`src/rtl/qspi_master.sv`:
```
// qspi_master: SPI/QSPI bus initiator, mode 0, 1/2/4-lane byte transfers.
// Byte-level valid/ready request side, one-cycle rx byte strobe.
// Build option: define QSPI_MASTER_DUAL_EN to enable the 2-lane datapath;
// without it tx_mode=2 runs as a single-lane transfer.
//
// state | meaning
// ------+---------------------------------------------------------------
// IDLE  | CS high, ready for a new CS window
// SETUP | CS low, spi_clk low, setup time before the first low phase
// LOW   | spi_clk low, lanes present the next bit group
// HIGH  | spi_clk high, lanes sampled on entry, shift on exit
// GAP   | byte done, CS held low, waiting for next byte or going to HOLD
// HOLD  | CS hold time after the final byte
// RECOV | CS high, minimum deselect time before IDLE

module qspi_master #(
    parameter int CLK_DIV = 2
) (
    input  logic       clk,
    input  logic       reset,
    input  logic       tx_valid,
    output logic       tx_ready,
    input  logic [7:0] tx_data,
    input  logic [2:0] tx_mode,
    input  logic       tx_dir,
    input  logic       tx_last,
    output logic [7:0] rx_data,
    output logic       rx_strobe,
    output logic       busy,
    output logic       spi_cs,
    output logic       spi_clk,
    output logic [3:0] spi_data_out,
    output logic [3:0] spi_data_oe,
    input  logic [3:0] spi_data_in
);

    typedef enum logic [2:0] {
        S_IDLE, S_SETUP, S_LOW, S_HIGH, S_GAP, S_HOLD, S_RECOV
    } state_t;

    typedef enum logic [1:0] {L_ONE, L_TWO, L_FOUR} lanes_t;

    localparam int CW = (CLK_DIV > 1) ? $clog2(CLK_DIV) : 1;
    localparam logic [CW-1:0] CNT_LOAD = CW'(CLK_DIV - 1);

    state_t         state, state_nxt;
    logic [CW-1:0]  cnt;
    logic           cnt_tc;
    logic [2:0]     edge_cnt;
    logic           edge_tc;
    logic [7:0]     tx_sh;
    logic [7:0]     rx_sh;
    lanes_t         lanes_q;
    lanes_t         acc_lanes;
    logic           dir_q;
    logic           last_q;
    logic           accept;
    logic           cs_active;

    function automatic lanes_t decode_mode(input logic [2:0] m);
`ifdef QSPI_MASTER_DUAL_EN
        case (m)
            3'd2:    return L_TWO;
            3'd4:    return L_FOUR;
            default: return L_ONE;
        endcase
`else
        // No dual datapath: mode 2 falls back to single lane.
        case (m)
            3'd4:    return L_FOUR;
            default: return L_ONE;
        endcase
`endif
    endfunction

    // Edge counter load value: rising edges per byte minus one.
    function automatic logic [2:0] edges_m1(input lanes_t l);
        case (l)
            L_TWO:   return 3'd3;
            L_FOUR:  return 3'd1;
            default: return 3'd7;
        endcase
    endfunction

    assign acc_lanes = decode_mode(tx_mode);
    assign accept    = tx_valid && tx_ready;
    assign cnt_tc    = (cnt == '0);
    assign edge_tc   = (edge_cnt == 3'd0);

    // State register.
    always_ff @(posedge clk) begin
        if (reset) state <= S_IDLE;
        else       state <= state_nxt;
    end

    // Next-state decode; GAP waits indefinitely for the next byte while CS stays low.
    always_comb begin
        state_nxt = state;
        case (state)
            S_IDLE:  if (accept) state_nxt = S_SETUP;
            S_SETUP: if (cnt_tc) state_nxt = S_LOW;
            S_LOW:   if (cnt_tc) state_nxt = S_HIGH;
            S_HIGH:  if (cnt_tc) state_nxt = edge_tc ? S_GAP : S_LOW;
            S_GAP: begin
                if (last_q)      state_nxt = S_HOLD;
                else if (accept) state_nxt = S_LOW;
            end
            S_HOLD:  if (cnt_tc) state_nxt = S_RECOV;
            S_RECOV: if (cnt_tc) state_nxt = S_IDLE;
            default: state_nxt = S_IDLE;
        endcase
    end

    // Phase timer, edge counter, shift registers and the rx byte strobe.
    always_ff @(posedge clk) begin
        if (reset) begin
            cnt       <= '0;
            edge_cnt  <= 3'd0;
            tx_sh     <= 8'h00;
            rx_sh     <= 8'h00;
            lanes_q   <= L_ONE;
            dir_q     <= 1'b0;
            last_q    <= 1'b0;
            rx_data   <= 8'h00;
            rx_strobe <= 1'b0;
        end else begin
            rx_strobe <= 1'b0;

            if (state_nxt != state) cnt <= CNT_LOAD;
            else if (!cnt_tc)       cnt <= cnt - 1'b1;

            if (accept) begin
                lanes_q  <= acc_lanes;
                // Single lane is always full duplex, so it always drives.
                dir_q    <= (acc_lanes == L_ONE) ? 1'b1 : tx_dir;
                last_q   <= tx_last;
                tx_sh    <= ((acc_lanes == L_ONE) || tx_dir) ? tx_data : 8'h00;
                edge_cnt <= edges_m1(acc_lanes);
                rx_sh    <= 8'h00;
            end

            if ((state == S_LOW) && cnt_tc) begin
                case (lanes_q)
                    L_TWO:   rx_sh <= {rx_sh[5:0], spi_data_in[1:0]};
                    L_FOUR:  rx_sh <= {rx_sh[3:0], spi_data_in};
                    default: rx_sh <= {rx_sh[6:0], spi_data_in[1]};
                endcase
            end

            if ((state == S_HIGH) && cnt_tc) begin
                case (lanes_q)
                    L_TWO:   tx_sh <= {tx_sh[5:0], 2'b00};
                    L_FOUR:  tx_sh <= {tx_sh[3:0], 4'h0};
                    default: tx_sh <= {tx_sh[6:0], 1'b0};
                endcase
                if (edge_tc) begin
                    rx_data   <= rx_sh;
                    rx_strobe <= 1'b1;
                end else begin
                    edge_cnt <= edge_cnt - 1'b1;
                end
            end
        end
    end

    // Bus outputs and handshake, decoded from state and latched byte settings.
    always_comb begin
        cs_active    = (state == S_SETUP) || (state == S_LOW) || (state == S_HIGH) ||
                       (state == S_GAP)   || (state == S_HOLD);
        tx_ready     = !reset && ((state == S_IDLE) || ((state == S_GAP) && !last_q));
        busy         = (state != S_IDLE);
        spi_cs       = !cs_active;
        spi_clk      = (state == S_HIGH);
        spi_data_out = 4'h0;
        spi_data_oe  = 4'h0;
        if (cs_active) begin
            case (lanes_q)
                L_TWO: begin
                    spi_data_oe = {2'b00, {2{dir_q}}};
                    if (dir_q) spi_data_out = {2'b00, tx_sh[7:6]};
                end
                L_FOUR: begin
                    spi_data_oe = {4{dir_q}};
                    if (dir_q) spi_data_out = tx_sh[7:4];
                end
                default: begin
                    spi_data_oe  = 4'b0001;
                    spi_data_out = {3'b000, tx_sh[7]};
                end
            endcase
        end
    end

endmodule
```
`config.mk`:
```
export PLATFORM = sky130hd
export DESIGN_NAME = qspi_master
export DESIGN_NICKNAME = d
export VERILOG_FILES = /design/src/rtl/qspi_master.sv
export SDC_FILE = /design/constraint.sdc
export NUM_CORES = 1
export LEC_CHECK = 0
export ABC_AREA = 1
export CAP_MARGIN = 20
export CORE_MARGIN = 1.5
export CORE_UTILIZATION = 50
export CTS_CLUSTER_SIZE = 8
export DETAILED_ROUTE_END_ITERATION = 10
export PLACE_DENSITY = 0.9
export SLEW_MARGIN = 20
export SYNTH_ARGS = -nofsm -noshare
export SYNTH_HDL_FRONTEND = slang
export SYNTH_SLANG_ARGS = --single-unit
```
`constraint.sdc`:
```
create_clock -name clk -period 2.8 [get_ports clk]
set_input_delay 0.56 -clock clk [delete_from_list [all_inputs] [get_ports clk]]
set_output_delay 0.56 -clock clk [all_outputs]
set_load 0.05 [all_outputs]
```
==> qor.csv, run 1 <==
stage,metric,value,unit
final_layout,"most common cell after layout, fill and taps aside",nand2_1,
final_layout,Multi-input gate area,940,um^2
power,Worst IR Drop VDD,0.451,mV
power,pwr dens,493,nW/um^2
final_layout,fin area,2290,um^2
grt,vias in the first global route,1615,
worst_setup_path,Setup crit end,spi_cs,
cts,H-tree Lvls,2,
drt,# DRC,0,
worst_setup_path,arrival time worst endpoint,2.06,ns
yosys,post-synth top area share,38.2,%
yosys,synthesized area,1830,um^2
worst_setup_path,"Max FO, Critical Path",7,
drt,Detailed Route Iter0 Violations,166,
timing,total negative setup slack,0,ns
drt,DR WL/cell,12.5,um
timing,Achievable Freq,381,MHz
cts,Clock Path Buffers,2,
place,post-DP HPWL,3140,um
floorplanning,Die W,63.5,um
final_layout,# nets final,314,
worst_setup_path,crit path kind,reg2out,
cts,"Reg clk slew, reported paths",0.10,ns
floorplanning,Die Ht,63.5,um
grt,pin count of the biggest net entering global routing,22,
floorplanning,core area,3420,um^2
grt,GRT overflow,0,
floorplanning,I/O Pins,41,
drt,post-route ant nets,0,
timing,Slew HR,65.6,%
timing,Worst Tran Pin Value,0.514,ns
final_layout,ant diodes,0,
floorplanning,Site Rows,21,
yosys,"area leader, netlist",dfxtp_1,
yosys,ys flop type,dfxtp_1,
timing,unrepaired setup endpoints after global routing,no,
yosys,Synth Register Bits,35,
final_layout,fill cell count,303,
place,Port Buffer Count,40,
yosys,Area contributors post-synth,"dfxtp_1 38%, nand2_1 9.6%, nand3_1 7.4%, o21ai_0 5.7%, inv_1 5.3%",
cts,CTS Buf Count,5,
grt,number of antenna violations at the first check in global routing,0,
timing,clock skew,0.0111,ns
place,placed cell areas,2240,um^2
timing,part of the cycle the worst path needs,93.7,%
place,gpl congestion,0.829,
cts,cts hold-fix bufs,0,
flow_run,total of max-cap violations,0,
worst_setup_path,Required @ worst endpoint,2.24,ns
worst_setup_path,worst r2r dst,rx_data[6]$_SDFFE_PP0P_,
timing,crit path time final,2.62,ns
drt,drt pass-1 iters,4,
drt,DR vias/cell,5.33,
yosys,Post-synth EDFFs,0,
worst_setup_path,r2r setup slk,1.05,ns
yosys,Avg Inst Size Synth,7.19,um^2
worst_setup_path,worst r2r src,state[2]$_SDFF_PP0_,
final_layout,most frequent cells in the layout,"47 x nand2_1, 35 x dfxtp_1, 31 x clkdlybuf4s50_1",
place,pre-CTS WS,0.306,ns
worst_setup_path,Setup crit end kind,output pin,
worst_setup_path,type of origin of the critical path,flip-flop,
final_layout,Reg area,701,um^2
cts,clock sinks,35,
cts,Skew-Pair Late Insertion Delay,0.34,ns
timing,final setup violating endpoints,0,
final_layout,Layout area overhead,24.9,%
timing,final max-slew violation count,0,
power,Lkg Pwr,0.953,nW
yosys,"Distinct cells, synth",32,
cts,CTS tree,built,
floorplanning,Die ar.,4040,um^2
yosys,YS warnings,0,
yosys,Gate Count Post-Synth,255,
timing,final hold vios,0,
yosys,Synth async-reset ratio,0,%
drt,DR vias,1806,
grt,GR Util All Layers,23.0,%
final_layout,share of layout cells above drive strength 1,10.9,%
floorplanning,Starting Density,53.7,%
timing,post-route setup slack,0.177,ns
cts,Clock Tree Root,clkbuf_4,
worst_hold_path,Worst Hold Class,reg2reg,
drt,total wire length,4250,um
yosys,register area share after synthesis,38.2,%
yosys,"Net Count, Synth",277,
outcome,outcome,"finished, final reports clean",
worst_setup_path,R2R depth,8,
grt,global-route wire length before repair,7290,um
worst_setup_path,worst setup path startpoint,state[1]$_SDFF_PP0_,
[through the flow]
stage	cells	power, mW	hold slack (ns)	util (%)
2_1_floorplan	255	0.782	0.454	-
3_3_place_gp	331	0.875	0.468	65.5
3_5_place_dp	331	0.881	0.476	65.5
4_1_cts	339	1.14	0.490	67.0
5_1_grt	339	1.20	0.507	67.0
6_report	339	1.13	0.491	67.0
[layer usage]
metal	routed length [um]	vias to the layer above	track usage [%]
li1	-	918	-
met1	1800	805	29.2
met2	2040	77	37.8
met3	349	6	5.71
met4	60	0	8.15
met5	0	-	0
[cell families (layout without fill, tap and decap cells)]
| family | Yosys count | in the layout | synth area share, % |
|---|---|---|---|
| flops | 35 | 35 | 38.2 |
| compound gates | 56 | 56 | 17.3 |
| fa+ha+maj | 2 | 2 | 1.36 |
| simple gates | 117 | 117 | 31.4 |
| xor+xnor | 1 | 1 | 0.478 |
| buf+inv | 44 | 82 | 11.3 |
[flip-flops by register name, summed over array words and instances (netlist names)]
signal,cells
tx_sh,8
dir_q,1
rx_strobe,1
lanes_q,1
rx_data,8
edge_cnt,3
rx_sh,8
state,3
last_q,1
cnt,1
[critical path, cell delays in order, from the launching register on]
cell             delay (ns)
dfxtp_1                0.39
inv_2                  0.13
nand2_2                0.10
nor2_1                 0.09
inv_1                  0.07
nand2_1                0.13
clkdlybuf4s50_1        0.83
[how the worst min path moves through the flow]
| stage | startpoint | depth (start not counted) | end |
|---|---|---|---|
| after floorplan | rx_sh[0]$_SDFFE_PP0P_ | 2 | rx_data[0]$_SDFFE_PP0P_ |
| after CTS | rx_sh[2]$_SDFFE_PP0P_ | 2 | rx_sh[2]$_SDFFE_PP0P_ |
| final | rx_sh[2]$_SDFFE_PP0P_ | 2 | rx_sh[2]$_SDFFE_PP0P_ |
| after detailed placement | rx_sh[2]$_SDFFE_PP0P_ | 2 | rx_sh[2]$_SDFFE_PP0P_ |
| after global placement | rx_sh[2]$_SDFFE_PP0P_ | 2 | rx_sh[2]$_SDFFE_PP0P_ |
| after global routing | rx_sh[1]$_SDFFE_PP0P_ | 2 | rx_sh[1]$_SDFFE_PP0P_ |
[where the power goes]
group | switching (mW) | leakage, nW | internal (mW)
clock network | 0.159 | 0.0293 | 0.0978
logic | 0.199 | 0.639 | 0.116
registers | 0.0299 | 0.285 | 0.527
total | 0.388 | 0.953 | 0.740
[synthesized netlist by cell type (2+ instances only)]
| cell | number |
|---|---|
| nand2_1 | 47 |
| dfxtp_1 | 35 |
| nand3_1 | 27 |
| inv_1 | 26 |
| nor2_1 | 26 |
| o21ai_0 | 21 |
| a21oi_1 | 18 |
| a31oi_1 | 9 |
| clkbuf_1 | 7 |
| nand4_1 | 7 |
| buf_6 | 4 |
| inv_2 | 3 |
| o211ai_1 | 3 |
| buf_4 | 2 |
| ha_1 | 2 |
| nor2_8 | 2 |
[layout make-up]
type                       count  area share (%)
clock buffer                   7            1.97
clock inverter                 1           0.219
inverter                      30            5.03
multi-input combinational    176            41.0
sequential                    35            30.6
tap                           46            2.51
timing repair buffer          44            18.6
[what timing repair did]
item,in CTS,in global routing
resized for setup,1,1
endpoints found under the setup margin,1,1
gates cloned,0,0
buffers inserted,0,0
Note: power is estimated with default switching activity, not from simulation.
==> run 2, diff against run 1 <==
SETUP_SLACK_MARGIN = 0.2   (was not set)
==> run 2 against run 1 <==
Net effect: utilization grew 0.37 points; die area is the same; clock power grew 7%; sequential cell count is the same; setup slack gained 0.12 ns; non-clock buffer count grew 1; critical endpoint is now spi_clk; final cell count grew 0.29%; final area grew 0.55%; first-iteration DRC count shrank 11%; register-to-register slack is essentially flat; global-route usage shrank 0.23 points; power grew 1.6%.
==> qor.csv, run 2 (synthesis results as in run 1) <==
stage,metric,value,unit
cts,CTS Buf Count,5,
drt,# DRC,0,
power,Pwr Total,1.15,mW
power,pwr dens,498,nW/um^2
worst_hold_path,Hold Crit Start,rx_sh[1]$_SDFFE_PP0P_,
timing,Achievable Freq,399,MHz
cts,Clock Tree Root,clkbuf_4,
drt,met3 WL,265,um
cts,"Reg clk slew, reported paths",0.11,ns
floorplanning,Site Rows,21,
worst_setup_path,arrival time worst endpoint,1.94,ns
final_layout,share of layout cells above drive strength 1,13.3,%
cts,Resize count post-CTS,2,
grt,number of antenna violations at the first check in global routing,0,
drt,DR vias,1817,
worst_setup_path,worst r2r src,state[2]$_SDFF_PP0_,
worst_setup_path,Required @ worst endpoint,2.24,ns
floorplanning,Starting Density,53.7,%
cts,Clock Path Buffers,2,
cts,CTS tree,built,
timing,final hold vios,0,
grt,global-route wire length before repair,7020,um
cts,H-tree Lvls,2,
worst_setup_path,"critical path, cell by cell","inv_2, nand3_2, inv_1, clkdlybuf4s50_1",
timing,post-route setup slack,0.295,ns
cts,clock sinks,35,
worst_hold_path,Worst Hold Class,reg2reg,
drt,drt pass-1 iters,4,
worst_setup_path,"Max stage delay cell, worst path",clkdlybuf4s50_1,
cts,Skew-Pair Late Insertion Delay,0.36,ns
final_layout,fin area,2300,um^2
final_layout,Layout area overhead,25.6,%
timing,Worst Tran Pin Value,0.505,ns
timing,final setup violating endpoints,0,
place,placed cell areas,2250,um^2
drt,post-route ant nets,0,
drt,DR vias/cell,5.34,
floorplanning,Die ar.,4040,um^2
place,Port Buffer Count,40,
final_layout,most frequent cells in the layout,"46 x nand2_1, 33 x dfxtp_1, 30 x clkdlybuf4s50_1",
worst_setup_path,Setup crit end kind,output pin,
floorplanning,I/O Pins,41,
worst_setup_path,crit-path max cell delay,0.79,ns
final_layout,top flop regs,"rx_data x8, rx_sh x8, tx_sh x8",
drt,DR WL/cell,12.8,um
timing,crit path time final,2.50,ns
flow_run,total of max-cap violations,0,
place,post-DP HPWL,3160,um
grt,vias in the first global route,1591,
timing,final max-slew violation count,0,
final_layout,"most common cell after layout, fill and taps aside",nand2_1,
worst_setup_path,crit path kind,reg2out,
worst_setup_path,worst setup path startpoint,state[2]$_SDFF_PP0_,
floorplanning,Die Ht,63.5,um
place,gpl congestion,0.972,
place,pre-CTS WS,0.445,ns
place,dpl cells,332,
final_layout,# nets final,315,
cts,setup bufs post-CTS,0,
timing,total negative setup slack,0,ns
outcome,outcome,"finished, final reports clean",
grt,GR Util All Layers,22.8,%
worst_setup_path,type of origin of the critical path,flip-flop,
timing,Slew HR,66.2,%
timing,unrepaired setup endpoints after global routing,no,
timing,clock skew,0.0140,ns
power,Lkg Pwr,0.942,nW
worst_setup_path,"Max FO, Critical Path",8,
floorplanning,Die W,63.5,um
grt,GRT overflow,0,
floorplanning,core area,3420,um^2
power,Worst IR Drop VDD,0.355,mV
final_layout,fin cells,340,
timing,part of the cycle the worst path needs,89.5,%
final_layout,ant diodes,0,
drt,Detailed Route Iter0 Violations,147,
drt,total wire length,4340,um
cts,cts hold-fix bufs,0,
grt,pin count of the biggest net entering global routing,22,
drt,M1 wire length,1880,um
drt,top routing layer in use,met4,
drt,met2 routed wirelength,2120,um
run 2: cell count changes in the layout (fill, tap and decap cells not counted), sizes merged:
cell,before,now
buf,11,13
clkbuf,7,6
clkdlybuf4s50,31,30
clkinvlp,0,1
dlygate4sd2,1,2
dlymetal6s2s,1,0
run 2: critical path: cells and delay by family, from the launching register on:
family	cells	cell delay, ns
AND/OR/NAND/NOR	1	0.15
flip-flops	1	0.43
buffers and inverters	3	1.01
run 2: area by class of cell:
type                       instances  area [um^2]
inverter                          30          115
clock inverter                     2         12.5
tap                               46         57.6
multi-input combinational        176          945
clock buffer                       6         41.3
sequential                        35          703
timing repair buffer              45          428
fill                             301         1110
run 2: metal layers:
| metal | up-vias | global-route usage [%] |
|---|---|---|
| met5 | - | 0 |
| met4 | 0 | 10.3 |
| met3 | 7 | 7.32 |
| met2 | 59 | 38.2 |
| met1 | 824 | 26.3 |
| li1 | 927 | - |
run 2: power breakdown:
group	leakage [nW]	internal, mW	switching, mW
Sequential	0.286	0.528	0.0295
Clock	0.0282	0.0967	0.178
Combinational	0.629	0.113	0.200
Total	0.942	0.738	0.408
run 2: stage by stage:
stage               utilization [%]  hold WS [ns]
floorplan                         -         0.454
global placement               65.8         0.469
detailed placement             65.8         0.481
CTS                            67.3         0.498
global route                   67.4         0.526
finish                         67.4         0.500
run 2: path summary, 6_finish.rpt:
kind,endpoint,slack [ns],depth (start not counted)
worst max-delay path,spi_clk,0.30,4
worst min-delay path,rx_sh[1]$_SDFFE_PP0P_,0.50,2
worst max register to register,rx_data[3]$_SDFFE_PP0P_,1.04,8
worst min register to register,rx_sh[1]$_SDFFE_PP0P_,0.50,2
==> run 3, diff against run 2 <==
==> constraint.sdc (replaced) <==
create_clock -name clk -period 2.8 [get_ports clk]
set_input_delay 0.56 -clock clk [delete_from_list [all_inputs] [get_ports clk]]
set_output_delay 0.56 -clock clk [all_outputs]
set_load 0.01 [all_outputs]
==> run 3 against run 2 <==
Net effect: fmax rose by 1.4%; sequential power barely moved; hold slack got worse by 0.012 ns; combinational power fell by 18%; largest cell class unchanged; critical endpoint is now spi_data_out[2]; first-iteration DRC count rose by 19%; critical path depth rose by 3.
==> qor.csv, run 3 (synthesis results as in run 1) <==
stage,metric,value,unit
final_layout,share of layout cells above drive strength 1,10.2,%
drt,DR WL/cell,12.8,um
grt,global-route wire length before repair,7370,um
final_layout,Layout area overhead,26.3,%
place,gpl congestion,0.839,
floorplanning,Starting Density,53.7,%
worst_setup_path,Required @ worst endpoint,2.24,ns
worst_setup_path,Setup crit end kind,output pin,
timing,unrepaired setup endpoints after global routing,no,
worst_setup_path,arrival time worst endpoint,1.91,ns
place,placed cell areas,2230,um^2
final_layout,# nets final,315,
timing,part of the cycle the worst path needs,88.3,%
floorplanning,core area,3420,um^2
cts,Clock Tree Root,clkbuf_4,
worst_setup_path,crit path kind,reg2out,
final_layout,ant diodes,0,
worst_setup_path,type of origin of the critical path,flip-flop,
floorplanning,I/O Pins,41,
final_layout,Layout Utilization,67.8,%
final_layout,fill cell count,285,
cts,CTS tree,built,
final_layout,fin area,2320,um^2
power,pwr dens,484,nW/um^2
cts,Clock Path Buffers,2,
floorplanning,Die Ht,63.5,um
worst_hold_path,Worst Hold Class,reg2reg,
drt,Detailed Route Iter0 Violations,175,
worst_setup_path,"Max FO, Critical Path",7,
cts,clock sinks,35,
final_layout,fin cells,340,
timing,crit path time final,2.47,ns
cts,Skew-Pair Late Insertion Delay,0.36,ns
place,dpl cells,331,
outcome,outcome,"finished, final reports clean",
power,Pwr Total,1.12,mW
power,Worst IR Drop VDD,0.260,mV
drt,# DRC,0,
timing,final setup violating endpoints,0,
timing,post-route setup slack,0.329,ns
cts,H-tree Lvls,2,
drt,DR vias,1831,
final_layout,most frequent cells in the layout,"47 x nand2_1, 37 x clkdlybuf4s50_1, 33 x dfxtp_1",
floorplanning,Site Rows,21,
drt,total wire length,4340,um
final_layout,"most common cell after layout, fill and taps aside",nand2_1,
power,Lkg Pwr,0.962,nW
timing,total negative setup slack,0,ns
timing,clock skew,0.0132,ns
drt,DR vias/cell,5.39,
cts,cts hold-fix bufs,0,
place,Port Buffer Count,40,
timing,final hold vios,0,
grt,number of antenna violations at the first check in global routing,0,
cts,"Reg clk slew, reported paths",0.10,ns
timing,Achievable Freq,405,MHz
timing,Hold WS,0.488,ns
drt,drt pass-1 iters,4,
grt,GRT overflow,0,
cts,CTS Buf Count,5,
drt,post-route ant nets,0,
timing,final max-slew violation count,0,
grt,GR Util All Layers,23.3,%
floorplanning,Die W,63.5,um
place,pre-CTS WS,0.429,ns
grt,vias in the first global route,1605,
timing,Worst Tran Pin Value,0.425,ns
final_layout,top flop regs,"rx_data x8, rx_sh x8, tx_sh x8",
timing,Slew HR,71.6,%
floorplanning,Die ar.,4040,um^2
grt,pin count of the biggest net entering global routing,22,
flow_run,total of max-cap violations,0,
place,post-DP HPWL,3040,um
==> run 3: changes by cell type in the layout (fill, tap and decap cells not counted), moves of 2 or more <==
cell / delta
buf_4: -7
clkdlybuf4s50_1: +7
dfxtp_2: -2
dfxtp_4: +2
dlymetal6s2s_1: +2
==> run 3: cell type report <==
| cell class | count | area [um^2] | area share, % |
|---|---|---|---|
| flip-flops and latches | 35 | 708 | 30.6 |
| clock buffers | 6 | 51.3 | 2.22 |
| well taps | 46 | 57.6 | 2.49 |
| inverters | 30 | 115 | 4.97 |
| clock inverters | 2 | 16.3 | 0.702 |
| repair buffers | 45 | 442 | 19.1 |
| multi-input cells | 176 | 926 | 40.0 |
==> run 3: routing by layer <==
metal / GRT usage (%) / up-vias / part of all wire (%)
li1: - / 922 / -
met1: 29.6 / 826 / 44
met2: 36.8 / 68 / 48
met3: 4.64 / 15 / 6.4
met4: 12.8 / 0 / 1.9
met5: 0 / - / 0
==> run 3: final timing paths <==
check / start / endpoint / slack (ns) / depth (start not counted)
hold reg to reg: dir_q$_SDFFE_PP0P_ / dir_q$_SDFFE_PP0P_ / 0.49 / 2
setup reg to reg: state[2]$_SDFF_PP0_ / rx_data[4]$_SDFFE_PP0P_ / 1.05 / 8
hold / removal: dir_q$_SDFFE_PP0P_ / dir_q$_SDFFE_PP0P_ / 0.49 / 2
setup / recovery: state[1]$_SDFF_PP0_ / spi_data_out[2] / 0.33 / 7
==> run 3: where the power goes <==
part	switching (mW)	internal [mW]	total, mW
logic	0.146	0.111	0.257
clock network	0.183	0.123	0.307
registers	0.0295	0.528	0.557
==> run 3: repair_timing <==
item / CTS / global route
buffers inserted: 0 / 1
setup endpoints to repair: 7 / 6
pin swaps: 0 / 2
cloned: 0 / 0
resized for setup: 4 / 4
==> run 3: worst max-delay path, stage by stage, from the launching register on <==
cell and delay, ns:
dfxtp_4 0.40, inv_2 0.07, nand2_2 0.12, nor2_1 0.05, inv_1 0.09, nand4_1 0.16
nor2_1 0.14, clkdlybuf4s50_1 0.53
